--- src/rtl/serial_bus_pkg.sv ---
`default_nettype none
// ============================================================================
// Module      : serial_bus_pkg
// Description : Shared types, constants and width helpers for the serial
//               crossbar and its per-master link controllers.
// Revision    : 1.0 - initial release
// ============================================================================
package serial_bus_pkg;

    typedef enum logic [0:0] {
        IDLE   = 1'b0,
        LINKED = 1'b1
    } link_state_e;

    // Slave code 0 means "no slave"; code k addresses slave k-1.
    localparam int SLAVE_NONE = 0;

    // Master id width; kept at least 1 so a single-master build still has a port.
    function automatic int master_id_width(input int n);
        return (n > 1) ? $clog2(n) : 1;
    endfunction

    // Slave code width, room for codes 0..n.
    function automatic int slave_code_width(input int n);
        return $clog2(n + 1);
    endfunction

    // Idle counter width; a disabled timeout still needs a 1-bit counter.
    function automatic int count_width(input int t);
        return (t > 0) ? $clog2(t + 1) : 1;
    endfunction

endpackage
`default_nettype wire

--- src/rtl/link_ctrl.sv ---
`default_nettype none
// ============================================================================
// Module      : link_ctrl
// Description : Per-master link FSM (IDLE/LINKED) with idle counter, release
//               detection and registered release / timeout pulses.
// Revision    : 1.0 - initial release
// ============================================================================
module link_ctrl
    import serial_bus_pkg::*;
#(
    parameter int TIMEOUT = 16
) (
    input  logic clk,
    input  logic rst,
    input  logic i_connect,
    input  logic i_disconnect,
    input  logic i_valid,
    input  logic i_last,
    input  logic i_ready,
    output logic o_busy,
    output logic o_release_now,
    output logic o_rel,
    output logic o_timeout
);

    localparam int CNT_W = count_width(TIMEOUT);
    // Release fires on the idle cycle that would bring the count to TIMEOUT.
    localparam logic [CNT_W-1:0] C_LAST_IDLE = (TIMEOUT > 0) ? CNT_W'(TIMEOUT - 1) : '0;
    localparam logic [CNT_W-1:0] C_CNT_MAX   = CNT_W'(TIMEOUT);

    link_state_e      state_q, state_d;
    logic [CNT_W-1:0] cnt_q, cnt_d;
    logic             rel_q, rel_d;
    logic             tmo_q, tmo_d;
    logic             w_last_beat;
    logic             w_timeout_hit;

    // Next-state, idle counter and release decision from pre-edge state.
    always_comb begin
        state_d       = state_q;
        cnt_d         = cnt_q;
        rel_d         = 1'b0;
        tmo_d         = 1'b0;
        w_last_beat   = (state_q == LINKED) && i_valid && i_last && i_ready;
        w_timeout_hit = (TIMEOUT > 0) && (state_q == LINKED) && !i_valid
                        && (cnt_q == C_LAST_IDLE);
        o_release_now = (state_q == LINKED) && (w_last_beat || i_disconnect || w_timeout_hit);
        case (state_q)
            IDLE: begin
                if (i_connect) begin
                    state_d = LINKED;
                    cnt_d   = '0;
                end
            end
            LINKED: begin
                if (o_release_now) begin
                    state_d = IDLE;
                    cnt_d   = '0;
                    rel_d   = 1'b1;
                    // An explicit disconnect takes precedence over the timeout cause.
                    tmo_d   = w_timeout_hit && !i_disconnect;
                end else if (i_valid) begin
                    cnt_d = '0;
                end else if (cnt_q != C_CNT_MAX) begin
                    cnt_d = cnt_q + 1'b1;
                end
            end
            default: state_d = IDLE;
        endcase
    end

    // Link state, counter and registered pulse outputs.
    always_ff @(posedge clk or posedge rst) begin
        if (rst) begin
            state_q <= IDLE;
            cnt_q   <= '0;
            rel_q   <= 1'b0;
            tmo_q   <= 1'b0;
        end else begin
            state_q <= state_d;
            cnt_q   <= cnt_d;
            rel_q   <= rel_d;
            tmo_q   <= tmo_d;
        end
    end

    assign o_busy    = (state_q == LINKED);
    assign o_rel     = rel_q;
    assign o_timeout = tmo_q;

endmodule
`default_nettype wire

--- src/rtl/serial_crossbar.sv ---
`default_nettype none
// ============================================================================
// Module      : serial_crossbar
// Description : Multi-route serial interconnect. Registered route table,
//               route command checking and combinational mux/demux fabric.
// Revision    : 1.0 - initial release
// ============================================================================
module serial_crossbar
    import serial_bus_pkg::*;
#(
    parameter int NO_MASTERS = 2,
    parameter int NO_SLAVES  = 3,
    parameter int DATA_WIDTH = 1,
    parameter int TIMEOUT    = 16,
    parameter int M_ID_WIDTH = master_id_width(NO_MASTERS),
    parameter int S_ID_WIDTH = slave_code_width(NO_SLAVES)
) (
    input  logic                  clk,
    input  logic                  rst,
    input  logic                  cfg_valid,
    input  logic [M_ID_WIDTH-1:0] cfg_master,
    input  logic [S_ID_WIDTH-1:0] cfg_slave,
    output logic                  cfg_ack,
    output logic                  cfg_err,
    output logic [NO_MASTERS-1:0] busy_M,
    output logic [NO_MASTERS-1:0] rel_M,
    output logic [NO_MASTERS-1:0] timeout_M,
    input  logic [NO_MASTERS-1:0] control_M,
    input  logic [NO_MASTERS-1:0] valid_M,
    input  logic [NO_MASTERS-1:0] last_M,
    input  logic [DATA_WIDTH-1:0] wD_M [0:NO_MASTERS-1],
    output logic [DATA_WIDTH-1:0] rD_M [0:NO_MASTERS-1],
    output logic [NO_MASTERS-1:0] ready_M,
    output logic [NO_SLAVES-1:0]  control_S,
    output logic [NO_SLAVES-1:0]  valid_S,
    output logic [NO_SLAVES-1:0]  last_S,
    output logic [DATA_WIDTH-1:0] wD_S [0:NO_SLAVES-1],
    input  logic [DATA_WIDTH-1:0] rD_S [0:NO_SLAVES-1],
    input  logic [NO_SLAVES-1:0]  ready_S
);

    logic [S_ID_WIDTH-1:0] route_q [0:NO_MASTERS-1];
    logic [S_ID_WIDTH-1:0] route_d [0:NO_MASTERS-1];
    logic                  cfg_ack_q, cfg_ack_d;
    logic                  cfg_err_q, cfg_err_d;
    logic [NO_MASTERS-1:0] w_connect;
    logic [NO_MASTERS-1:0] w_disconnect;
    logic [NO_MASTERS-1:0] w_release;
    logic                  w_master_ok;
    logic                  w_slave_ok;
    logic                  w_is_disc;
    logic                  w_target_owned;
    logic                  w_master_busy;
    logic                  w_accept;

    assign w_master_ok = (32'(cfg_master) < 32'(NO_MASTERS));
    assign w_slave_ok  = (32'(cfg_slave) <= 32'(NO_SLAVES));
    assign w_is_disc   = (cfg_slave == S_ID_WIDTH'(SLAVE_NONE));

    // Route command checking against the registered table and link states.
    always_comb begin
        cfg_ack_d      = 1'b0;
        cfg_err_d      = 1'b0;
        w_connect      = '0;
        w_disconnect   = '0;
        w_target_owned = 1'b0;
        w_master_busy  = 1'b0;
        for (int m = 0; m < NO_MASTERS; m++) begin
            if (route_q[m] == cfg_slave) w_target_owned = 1'b1;
            if ((M_ID_WIDTH'(m) == cfg_master) && busy_M[m]) w_master_busy = 1'b1;
        end
        w_accept = w_master_ok && w_slave_ok && !w_is_disc && !w_target_owned && !w_master_busy;
        if (cfg_valid) begin
            if (!w_master_ok) begin
                cfg_err_d = 1'b1;
            end else if (w_is_disc || w_accept) begin
                cfg_ack_d = 1'b1;
            end else begin
                cfg_err_d = 1'b1;
            end
        end
        for (int m = 0; m < NO_MASTERS; m++) begin
            if (cfg_valid && w_master_ok && (M_ID_WIDTH'(m) == cfg_master)) begin
                w_disconnect[m] = w_is_disc;
                w_connect[m]    = w_accept;
            end
        end
    end

    // Route table next state: teardown wins, otherwise apply an accepted connect.
    always_comb begin
        for (int m = 0; m < NO_MASTERS; m++) begin
            route_d[m] = route_q[m];
            if (w_release[m]) begin
                route_d[m] = '0;
            end else if (w_connect[m]) begin
                route_d[m] = cfg_slave;
            end
        end
    end

    // Route table and command response registers.
    always_ff @(posedge clk or posedge rst) begin
        if (rst) begin
            for (int m = 0; m < NO_MASTERS; m++) route_q[m] <= '0;
            cfg_ack_q <= 1'b0;
            cfg_err_q <= 1'b0;
        end else begin
            for (int m = 0; m < NO_MASTERS; m++) route_q[m] <= route_d[m];
            cfg_ack_q <= cfg_ack_d;
            cfg_err_q <= cfg_err_d;
        end
    end

    assign cfg_ack = cfg_ack_q;
    assign cfg_err = cfg_err_q;

    // Mux/demux fabric steered by the registered route table.
    always_comb begin
        control_S = '0;
        valid_S   = '0;
        last_S    = '0;
        ready_M   = '1;
        for (int s = 0; s < NO_SLAVES; s++) wD_S[s] = '0;
        for (int m = 0; m < NO_MASTERS; m++) rD_M[m] = '0;
        for (int m = 0; m < NO_MASTERS; m++) begin
            for (int s = 0; s < NO_SLAVES; s++) begin
                if (route_q[m] == S_ID_WIDTH'(s + 1)) begin
                    control_S[s] = control_M[m];
                    valid_S[s]   = valid_M[m];
                    last_S[s]    = last_M[m];
                    wD_S[s]      = wD_M[m];
                    ready_M[m]   = ready_S[s];
                    rD_M[m]      = rD_S[s];
                end
            end
        end
    end

    generate
        for (genvar m = 0; m < NO_MASTERS; m++) begin : g_link
            link_ctrl #(
                .TIMEOUT (TIMEOUT)
            ) u_link (
                .clk           (clk),
                .rst           (rst),
                .i_connect     (w_connect[m]),
                .i_disconnect  (w_disconnect[m]),
                .i_valid       (valid_M[m]),
                .i_last        (last_M[m]),
                .i_ready       (ready_M[m]),
                .o_busy        (busy_M[m]),
                .o_release_now (w_release[m]),
                .o_rel         (rel_M[m]),
                .o_timeout     (timeout_M[m])
            );
        end
    endgenerate

endmodule
`default_nettype wire

--- config.mk ---
export PLATFORM = sky130hd
export DESIGN_NAME = serial_crossbar
export DESIGN_NICKNAME = d
export VERILOG_FILES = /design/src/rtl/serial_bus_pkg.sv /design/src/rtl/link_ctrl.sv /design/src/rtl/serial_crossbar.sv
export SDC_FILE = /design/constraint.sdc
export NUM_CORES = 1
export LEC_CHECK = 0
export CELL_PAD_IN_SITES_DETAIL_PLACEMENT = 0
export CELL_PAD_IN_SITES_GLOBAL_PLACEMENT = 2
export CORE_MARGIN = 4
export CORE_UTILIZATION = 30
export CTS_CLUSTER_DIAMETER = 30
export DETAILED_ROUTE_END_ITERATION = 16
export GPL_TIMING_DRIVEN = 0
export PLACE_DENSITY_LB_ADDON = 0.1
export RECOVER_POWER = 25
export REMOVE_ABC_BUFFERS = 1
export SYNTH_ARGS = -nofsm -noshare
export SYNTH_HDL_FRONTEND = slang
export SYNTH_SLANG_ARGS = --single-unit
--- constraint.sdc ---
create_clock -name clk -period 2.3 [get_ports clk]
set_input_delay 0.575 -clock clk [delete_from_list [all_inputs] [get_ports clk]]
set_output_delay 0.575 -clock clk [all_outputs]
set_load 0.01 [all_outputs]
Yosys cells after proc, flatten, opt, wreduce, memory -nomap -nowiden
Index checks and enable logic that the tools add are counted.
W data, S select, Z words.
{ "word_totals": {"out_inout_bits": 24, "in_bits": 20, "word_cells": 146, "ff_bits": 22} }
{ "op_classes": {"muxes": 76, "addsub": 2, "reduce_logical": 37, "eq_ne": 16, "bitwise": 3} }
{ "ops": {"columns": ["cell", "count"], "rows": [
  ["$mux W1", 60],
  ["$mux W5", 8],
  ["$logic_and A1 B1 Y1", 20],
  ["$pmux W5 S2", 2],
  ["$add A5 B1 Y5 const B", 2],
  ["$eq A5 B4 Y1 const B", 2],
  ["$ne A5 B5 Y1 const B", 2],
  ["$eq A2 B2 Y1 const B", 4],
  ["$mux W2", 4],
  ["$ne A4 B3 Y1 const B", 2],
  ["$logic_not A1 Y1", 7],
  ["$logic_or A1 B1 Y1", 5],
  ["$eq A2 B1 Y1 const B", 2],
  ["$eq A2 B2 Y1", 2],
  ["$ne A2 B1 Y1 const B", 2],
  ["$pmux W1 S2", 2],
  ["$reduce_and A2 Y1", 2],
  ["$reduce_bool A2 Y1", 2],
  ["$not A1 Y1", 3],
  ["$logic_not A2 Y1", 1]
]} }

Longest topological paths before layout
{ "logic_depth": {"depth_word": 10, "mapped_depth": 7, "ltp_nobuf": 7} }

Cells and area by module
A second synthesis with hierarchy kept.
{ "hier_totals": {"hier_cells": 157, "hier_area_um2": 1530.2} }
{ "by_module_without_submodules": {"columns": ["module", "seq_area_each_um2", "instances", "area_each_um2", "cells_each"], "rows": [
  ["link_ctrl", 200.2, 2, 459.2, 43],
  ["serial_crossbar", 150.1, 1, 611.8, 71]
]} }

Worst setup path before layout
No wires, ideal clock.
{ "synth_timing": {"path_kind": "register -> output", "start": "reg route_q[0] in the netlist's numbering", "end": "out control_S[0]", "n_path_buf": 1, "slack_ps": 408, "required_ps": 1725, "t_arrival_ps": 1317, "path_stages_with_launch": 5, "cell_sequence": "dfrtp_1 buf_2 nor2b_1 nor3b_1 a22o_1"} }
{ "synth_between": {"elab_chain_len": 2} }
{ "synth_rtl": {"columns": ["item", "line", "source"], "rows": [
  ["from (decl)", "serial_crossbar.sv:42", "logic [S_ID_WIDTH-1:0] route_q [0:NO_MASTERS-1];"],
  ["$eq A2 B1 Y1", "serial_crossbar.sv:128", "if (route_q[m] == S_ID_WIDTH'(s + 1)) begin"],
  ["$mux W1", "serial_crossbar.sv:128", null],
  ["to (decl)", "serial_crossbar.sv:34", "output logic [NO_SLAVES-1:0] control_S,"]
]} }
Every way passes these cells.

==> out/metrics.yaml <==
detailed_routing:
  routed_wl_mm: 4.23
  dr.pass1.iters: 4
  vias: 1435
  ant_nets: 0
  drc: 0
  viasPerCell: 5.07
  drtIter0Drc: 34
  wl_per_cell_um: 15.0
timing:
  fin_worst_skew_ns: 0.00214
  finalCritPeriodShare_pct: 96.6
  fin_setup_tns_ns: 0
  fin_crit_ns: 2.22
  finalHoldViolCount: 0
  slew_headroom_pct: 43.3
  fin_ws_ns: 0.0786
  worstMarginPinSlew_ns: 0.850
  setup_violations: 0
  max_freq_mhz: 450
  finalMaxSlewViolations: 0
setup_path:
  path_delay_family: "flip-flops"
  critPathRequiredTime_ns: 1.73
  crit_start: "route_q[1]"
  crit_chain: "nor2b_4, nor3b_2, buf_4, a22o_1, dlygate4sd2_1"
  worstPathArrival_ns: 1.65
  cp_max_fo: 5
  cp-end-kind: "output pin"
  crit_buf_inv: 2
  cpPeakStageDelay_ns: 0.46
  r2r-start: "g_link[0].u_link.cnt_q[0]"
  cp_slowest_cell: "dfrtp_2"
  crit_path_start_kind: "flip-flop"
  critPathKind: "reg2out"
job:
  drv_cap: 0
synthesis:
  synth_edf_count: 0
  synthFlopType: "dfrtp_1"
  avgSynthCellArea_um2: 10.0
  synthDistinctLibCells: 48
  yosys_warnings: 0
  ys_ff_latch: 22
  synth_seq_area_share_pct: 33.5
  synth_cells: 164
  syn_area_mm2: 0.00165
  async_flop_share_pct: 100
power_and_ir_drop:
  p_leak_nw: 1.02
  irDropWorstVdd_mv: 0.315
  p_total_mw: 2.19
  powerDensity_mw_per_mm2: 961
cts:
  clockBufferDepth: 2
  numCtsBuffers: 3
  h-tree-depth: 1
  cts-root-buf: "clkbuf_8"
  cts_tree: "built"
  cts_hold_buf: 0
  clk_pin_slew_worst_paths_ns: 0.08
  clock_sinks: 22
  insertion_delay_ns: 0.26
placed_design:
  port_buffers: 43
  place_area_mm2: 0.00205
  place_hpwl_mm: 3.12
  place.gp.congestion: 0.720
  post-place-ws_ns: -0.287
floorplan:
  initial_core_util_pct: 31.6
  die_w_um: 82.1
  dieArea_mm2: 0.00673
  core_area_mm2: 0.00520
  fp-row-count: 26
  fp.dieH_um: 82.1
  pin_count: 44
finish:
  final_nets: 240
  drive_gt1_share_pct: 25.4
  final_core_util_pct: 43.7
  final_area_mm2: 0.00228
  area_delta_synth_final_pct: 38.3
  diodes: 0
outcome:
  outcome: "completed"
global_routing:
  grt_pass1_wl_mm: 6.80
  grt_pass1_vias: 1458
  grt_max_degree: 23
  overflow: 0
  grt_usage_pct: 12.9
  antenna_found_initial: 0
worst_hold_path:
  worstHoldPathType: "reg2reg"
  hold_path_startpoint: "g_link[1].u_link.cnt_q[4]"
-- cells in the final DEF (no fill, tap or decap), types with 3 or more instances in the layout --
master	n
clkdlybuf4s50_1	23
dfrtp_1	18
buf_4	16
dlygate4sd2_1	14
a22o_1	11
inv_1	9
o21ai_0	8
a21oi_1	8
nor2_1	7
nand2_1	6
ha_1	6
nand3_1	4
nor2b_1	4
a32o_1	4
nand4_1	4
clkbuf_8	4
dfrtp_2	4
nand2b_1	3
xor2_2	3
nor3b_2	3
-- worst paths after layout --
kind	end	slack (ns)	cells after the start
setup reg to reg	g_link[0].u_link.cnt_q[1]	0.20	7
max in group asynchronous	route_q[0]	0.80	2
min in group asynchronous	cfg_err	0.92	2
hold reg to reg	g_link[1].u_link.cnt_q[4]	0.55	1
hold / removal	g_link[1].u_link.cnt_q[4]	0.55	1
setup / recovery	wD_S[1]	0.08	5
-- synth_stat cells, types with 3 or more instances --
| master | count | area, um^2 |
|---|---|---|
| nor2_1 | 7 | 26.3 |
| buf_2 | 3 | 15.0 |
| nand4_1 | 4 | 25.0 |
| dfrtp_1 | 22 | 551 |
| xor2_2 | 3 | 48.8 |
| nor3b_1 | 5 | 37.5 |
| nand2b_1 | 3 | 18.8 |
| a32o_1 | 4 | 40.0 |
| buf_4 | 10 | 75.1 |
| o21ai_0 | 8 | 40.0 |
| ha_1 | 6 | 75.1 |
| inv_1 | 9 | 33.8 |
| a21oi_1 | 9 | 45.0 |
| a22o_1 | 11 | 96.3 |
| nor2b_1 | 6 | 37.5 |
| nand2_1 | 7 | 26.3 |
| nand3_1 | 4 | 20.0 |
-- state kept, by name, indices dropped and copies added (netlist names) --
signal                   flops
g_link.u_link.cnt_q         10
route_q                      4
g_link.u_link.o_busy         2
g_link.u_link.o_rel          2
g_link.u_link.o_timeout      2
cfg_ack                      1
cfg_err                      1
-- cell type report --
class / count / area [um^2]
clock buffers: 4 / 55.1
fillers: 512 / 2930
inverters: 9 / 33.8
multi-input cells: 118 / 1000
flip-flops and latches: 22 / 556
well taps: 70 / 87.6
repair buffers: 60 / 541
-- where the power goes --
group | internal [mW] | total (mW) | switching, mW
Clock | 0.153 | 0.280 | 0.127
Combinational | 0.670 | 1.24 | 0.573
Sequential | 0.494 | 0.665 | 0.171
Total | 1.32 | 2.19 | 0.871
-- routing by layer --
layer | vias to the layer above | global-route usage [%] | routed length, um
met5 | - | 0 | 0
met4 | 0 | 4.32 | 51
met3 | 6 | 1.97 | 216
met2 | 42 | 23.6 | 2160
met1 | 687 | 15.2 | 1800
li1 | 700 | - | -
-- through the flow --
| stage | instances | hold slack [ns] |
|---|---|---|
| final | 283 | 0.549 |
| after global routing | 283 | 0.577 |
| after CTS | 278 | 0.556 |
| after detailed placement | 262 | 0.535 |
| after global placement | 262 | 0.524 |
| after floorplan | 149 | 0.492 |
-- kinds of logic (layout without fill, tap and decap cells) --
kind of cell	after synthesis	after routing	synth area share [%]
compound gates	52	52	24.6
simple gates	50	50	20.2
buf+inv	24	73	8.90
flops	22	22	33.5
fa+ha+maj	6	6	4.56
xor+xnor	6	6	5.70
mux	4	4	2.59
-- repair_timing --
| action | CTS | global route |
|---|---|---|
| gates resized for setup | 35 | 9 |
| pin swaps | 5 | 2 |
| setup buffers | 12 | 5 |
| endpoints found under the setup margin | 16 | 12 |
| endpoints found under the hold margin | 0 | 0 |
(Power assumes the default switching activity.)
